`config.mk`:
```
export PLATFORM = sky130hd
export DESIGN_NAME = led_fade_pwm
export DESIGN_NICKNAME = d
export VERILOG_FILES = /design/src/rtl/led_fade_pwm.sv
export SDC_FILE = /design/constraint.sdc
export NUM_CORES = 1
export LEC_CHECK = 0
export ABC_CLOCK_PERIOD_IN_PS = 3350
export CORE_MARGIN = 1
export CORE_UTILIZATION = 61
export CTS_CLUSTER_SIZE = 20
export DETAILED_ROUTE_END_ITERATION = 7
export MAX_ROUTING_LAYER = met4
export PLACE_DENSITY = 0.76
export SLEW_MARGIN = 0
export SYNTH_ARGS = -nofsm -noshare
export SYNTH_HDL_FRONTEND = slang
export SYNTH_SLANG_ARGS = --single-unit
```
`constraint.sdc`:
```
create_clock -name clk -period 3.35 [get_ports clk]
set_input_delay 0.8375 -clock clk [delete_from_list [all_inputs] [get_ports clk]]
set_output_delay 0.8375 -clock clk [all_outputs]
set_load 0.01 [all_outputs]
```
`src/rtl/led_fade_pwm.sv`:
```
// -----------------------------------------------------------------------------
// led_fade_pwm
//
// Output stage between the 8-bit LED pattern generator and the board LED pins.
// Each pattern bit owns one PWM brightness channel. A lit bit jumps the
// channel to full brightness. A dropped bit lets the brightness decay linearly,
// one FADE_STEP per fade tick. This leaves a fading trail behind a rotating
// pattern.
//
// Parameters
//   PWM_BITS       brightness / PWM resolution, MAX = 2^PWM_BITS-1
//   FADE_DIV       clock cycles per fade step (1..2^24-1)
//   FADE_STEP      brightness decrement per fade step (1..MAX)
//   LED_ACTIVE_LOW 1 = invert led_out so that a lit LED drives 0
//
// Ports
//   clk        system clock, rising edge
//   rst_n      asynchronous assert, active-low reset
//   en         1 = run, 0 = synchronous blank (levels and counters cleared)
//   pattern_in LED pattern, bit i = 1 lights LED i (same clock domain)
//   led_out    registered PWM drive to the pins
// -----------------------------------------------------------------------------
module led_fade_pwm #(
    parameter int PWM_BITS       = 8,
    parameter int FADE_DIV       = 200000,
    parameter int FADE_STEP      = 8,
    parameter bit LED_ACTIVE_LOW = 1'b0
) (
    input  logic       clk,
    input  logic       rst_n,
    input  logic       en,
    input  logic [7:0] pattern_in,
    output logic [7:0] led_out
);

    localparam logic [PWM_BITS-1:0] LVL_MAX  = '1;
    localparam logic [PWM_BITS-1:0] LVL_STEP = PWM_BITS'(FADE_STEP);
    localparam logic [PWM_BITS-1:0] PWM_ONE  = PWM_BITS'(1);
    localparam logic [23:0]         DIV_LAST = 24'(FADE_DIV - 1);
    // Pin value of a dark LED; also used as the XOR mask for active-low pins.
    localparam logic [7:0]          LED_OFF  = {8{LED_ACTIVE_LOW}};

    logic [PWM_BITS-1:0] r_pwm_cnt;
    logic [23:0]         r_div_cnt;
    logic [7:0]          r_led_out;
    logic                w_fade_tick;
    logic [7:0]          w_lit;

    // With FADE_DIV = 1, DIV_LAST is 0 and the divider never leaves 0, so the
    // tick fires every cycle.
    assign w_fade_tick = (r_div_cnt == DIV_LAST);

    // Shared PWM ramp and fade divider. Both restart from 0 while blanked so
    // that the first enabled cycle is cycle 0 of each.
    always_ff @(posedge clk or negedge rst_n) begin
        if (!rst_n) begin
            r_pwm_cnt <= '0;
            r_div_cnt <= '0;
        end else if (!en) begin
            r_pwm_cnt <= '0;
            r_div_cnt <= '0;
        end else begin
            r_pwm_cnt <= r_pwm_cnt + PWM_ONE;
            r_div_cnt <= w_fade_tick ? 24'd0 : r_div_cnt + 24'd1;
        end
    end

    // One brightness channel per LED.
    genvar gi;
    generate
        for (gi = 0; gi < 8; gi++) begin : g_chan
            logic [PWM_BITS-1:0] r_level;

            // A live pattern bit outranks a coincident fade tick, so a re-hit
            // during a fade always restores full brightness.
            always_ff @(posedge clk or negedge rst_n) begin
                if (!rst_n) begin
                    r_level <= '0;
                end else if (!en) begin
                    r_level <= '0;
                end else if (pattern_in[gi]) begin
                    r_level <= LVL_MAX;
                end else if (w_fade_tick) begin
                    // Saturating decrement: never wraps below zero.
                    r_level <= (r_level > LVL_STEP) ? (r_level - LVL_STEP) : '0;
                end
            end

            // Level MAX is forced on so a full-brightness LED has no dark
            // cycle when the ramp reaches MAX.
            assign w_lit[gi] = (r_level == LVL_MAX) || (r_level > r_pwm_cnt);
        end
    endgenerate

    // Registered compare stage driving the pins.
    always_ff @(posedge clk or negedge rst_n) begin
        if (!rst_n) begin
            r_led_out <= LED_OFF;
        end else begin
            r_led_out <= en ? (w_lit ^ LED_OFF) : LED_OFF;
        end
    end

    assign led_out = r_led_out;

endmodule

```
==> flow_metrics.py <==
metrics = {
    "outcome": {
        "status": "finished clean",
    },
    "timing": {
        "fmax_mhz": 380,
        "setup_tns_ps": 0,
        "post-route-min-period_ps": 2630,
        "hold_viol_final": 0,
        "slew-limit-headroom": 0.380,
        "rsz0062_at_grt": "no",
        "maxSlewViolCount": 0,
        "finClkSkew_ps": 9.82,
        "setup_viol": 0,
        "worstMarginPinSlew_ps": 922,
        "post-route-period-util": 0.786,
    },
    "grt": {
        "grt_util_all_layers": 0.319,
        "grt_pass1_vias": 5100,
        "grt_overflow": 0,
        "antenna_found_initial": 0,
        "grt_max_degree": 45,
        "grt_first_pass_wirelength_um": 24300,
    },
    "synthesis": {
        "syn_area_per_cell_um2": 8.92,
        "ys_seq_area_frac": 0.369,
        "synth-seq-cells": 88,
        "ys_types": 45,
        "synth_area_um2": 5970,
        "synth-main-ff-cell": "dfrtp_1",
        "synth_edf_count": 0,
        "ys_async_sr_fraction": 1.00,
        "yosys_warnings": 0,
        "syn_nets": 754,
        "syn_inst": 669,
    },
    "drt": {
        "wire_per_inst_um": 17.9,
        "dr.pass1.iters": 5,
        "via_count": 5243,
        "via_per_inst": 6.41,
        "ant_nets": 0,
        "wirelength_um": 14600,
        "drcViolationCount": 0,
        "drtIter0Drc": 354,
    },
    "finish": {
        "fin_cells": 818,
        "fin_area_um2": 6500,
        "drive_gt1_frac": 0.0450,
        "antennaDiodeCount": 0,
        "area_delta_synth_final_pct": 8.85,
        "nets": 769,
    },
    "place": {
        "placed_area_um2": 6280,
        "placed_cells": 802,
        "hpwl_um": 9810,
        "io_buffers": 18,
        "place_congestion": 0.888,
    },
    "critical_path": {
        "crit_required_ps": 3560,
        "path_buf_inv": 0,
        "ff2ff_path_depth": 5,
        "cp_slowest_cell": "or3_4",
        "cp_max_fo": 31,
        "arrival_ps": 2840,
        "setup.worst_path.start": "r_div_cnt[14]",
        "r2r_slack_ps": 720,
        "r2r_start": "r_div_cnt[14]",
        "crit_chain": "nor4_1, nand3_1, or3_4, nand2_1, nor2_1",
        "slowest_delay_ps": 640,
        "cpLargestDelayFamily": "simple AND/OR/NAND/NOR gates",
        "path_class": "reg2reg",
        "reg2reg_to": "r_div_cnt[11]",
        "startpoint_type": "register",
        "end_kind": "register",
    },
    "clock_network": {
        "numCtsBuffers": 9,
        "clockRootBuffer": "clkbuf_8",
        "worstSkewPairLatency_ps": 360,
        "cts.sinks": 88,
        "clk_pin_slew_ps": 90,
        "htreeDepth": 3,
        "cts_resized": 0,
        "post_cts_buffers": 0,
        "clockBufferDepth": 2,
        "tritoncts": "yes",
        "ctsHoldBuffers": 0,
    },
    "floorplanning": {
        "io_pins": 19,
        "initial_core_util": 0.637,
        "dieHeight_um": 101,
        "row_count": 35,
        "core_area_um2": 9370,
        "die_area_um2": 10200,
        "die_w_um": 101,
    },
    "hold_path": {
        "hold_class": "in2async",
    },
    "power_and_ir_drop": {
        "p_leak_nw": 2.74,
        "p_per_area_nw_per_um2": 383,
        "ir_drop_v": 0.000220,
    },
    "job": {
        "drv_cap": 0,
    },
}
==> layer usage <==
| layer | vias up | part of all wire | track usage |
|---|---|---|---|
| met5 | - | 0 | - |
| met4 | 0 | 0.024 | 0.106 |
| met3 | 35 | 0.064 | 0.0659 |
| met2 | 178 | 0.48 | 0.524 |
| met1 | 2527 | 0.43 | 0.393 |
| li1 | 2503 | - | - |
==> Yosys cell counts, types with 5 or more instances <==
cell type	n	area, um2
a21boi_0	5	37.5
a21oi_1	43	215
a31oi_1	25	156
and4_1	6	52.6
clkbuf_1	18	67.6
dfrtp_1	88	2200
ha_1	74	926
inv_1	45	169
nand2_1	37	139
nand3_1	27	135
nand4_1	30	188
nor2_1	64	240
nor2b_1	13	81.3
nor3_1	12	60.1
nor4_1	12	75.1
nor4b_1	5	43.8
o21a_1	10	75.1
o21ai_0	43	215
o31a_1	9	78.8
o41ai_1	6	52.6
or3_1	14	87.6
or4_1	10	75.1
xnor2_1	15	131
xor2_1	13	114
==> sequential cells by signal, indices dropped and copies added (netlist names) <==
signal / cells
r_div_cnt: 24
led_out: 8
g_chan.r_level: 48
r_pwm_cnt: 8
==> layout by cell type, fill, tap and decap left out, types with 4 or more instances in the layout <==
master / count
clkbuf_8: 10
o211ai_1: 4
and4_1: 6
ha_1: 74
xor2_1: 13
nand2b_1: 4
o21ai_0: 43
nand4_1: 30
a211o_1: 4
nor2_1: 64
o41ai_1: 6
or4_1: 10
a21boi_0: 5
nand3_1: 27
dfrtp_1: 88
or3_1: 14
nor4b_1: 5
buf_4: 10
inv_1: 45
nor4_1: 12
o31ai_1: 4
a31oi_1: 25
a21oi_1: 43
o21bai_1: 4
and3_1: 4
nand2_1: 37
xnor2_1: 15
o31a_1: 9
nor2b_1: 13
o21a_1: 10
clkdlybuf4s50_1: 17
nor3_1: 11
==> power by group <==
| part | switching (W) | total, W | internal, W |
|---|---|---|---|
| combinational | 0.000250 | 0.000457 | 0.000207 |
| clock | 0.000392 | 0.000829 | 0.000437 |
| sequential | 0.0000862 | 0.00121 | 0.00112 |
| total | 0.000729 | 0.00249 | 0.00176 |
==> logic make-up (layout without fill, tap and decap cells) <==
logic type      after synthesis  after routing  share of synthesized area
flops                        88             88                      0.369
xor+xnor                     28             28                     0.0411
fa+ha+maj                    74             74                      0.155
mux                           2              2                    0.00335
compound gates              165            165                      0.171
buf+inv                      68             88                     0.0457
simple gates                244            244                      0.215
==> per-stage QoR <==
stage / total power, W / util / setup WS (ps) / hold WS (ps)
2_1_floorplan: 0.00151 / - / 1030 / 455
3_3_place_gp: 0.00165 / 0.670 / 771 / 466
3_5_place_dp: 0.00168 / 0.670 / 702 / 494
4_1_cts: 0.00250 / 0.693 / 701 / 485
5_1_grt: 0.00263 / 0.693 / 424 / 511
6_report: 0.00249 / 0.693 / 717 / 474
==> area by class of cell <==
type / count / area, um2
multi-input combinational: 513 / 3500
fill: 785 / 2870
sequential: 88 / 2200
timing repair buffer: 27 / 245
inverter: 45 / 169
tap: 129 / 161
clock buffer: 10 / 138
clock inverter: 6 / 82.6
==> worst max-delay path by stage <==
| stage | end | slack, ps | cells after the start |
|---|---|---|---|
| after global placement | r_div_cnt[3] | 770 | 4 |
| after global routing | r_div_cnt[11] | 420 | 5 |
| after detailed placement | r_div_cnt[11] | 700 | 4 |
| final | r_div_cnt[11] | 720 | 5 |
| after CTS | r_div_cnt[11] | 700 | 5 |
| after floorplan | g_chan[1].r_level[6] | 1030 | 6 |
Note: power is estimated with default switching activity, not from simulation.
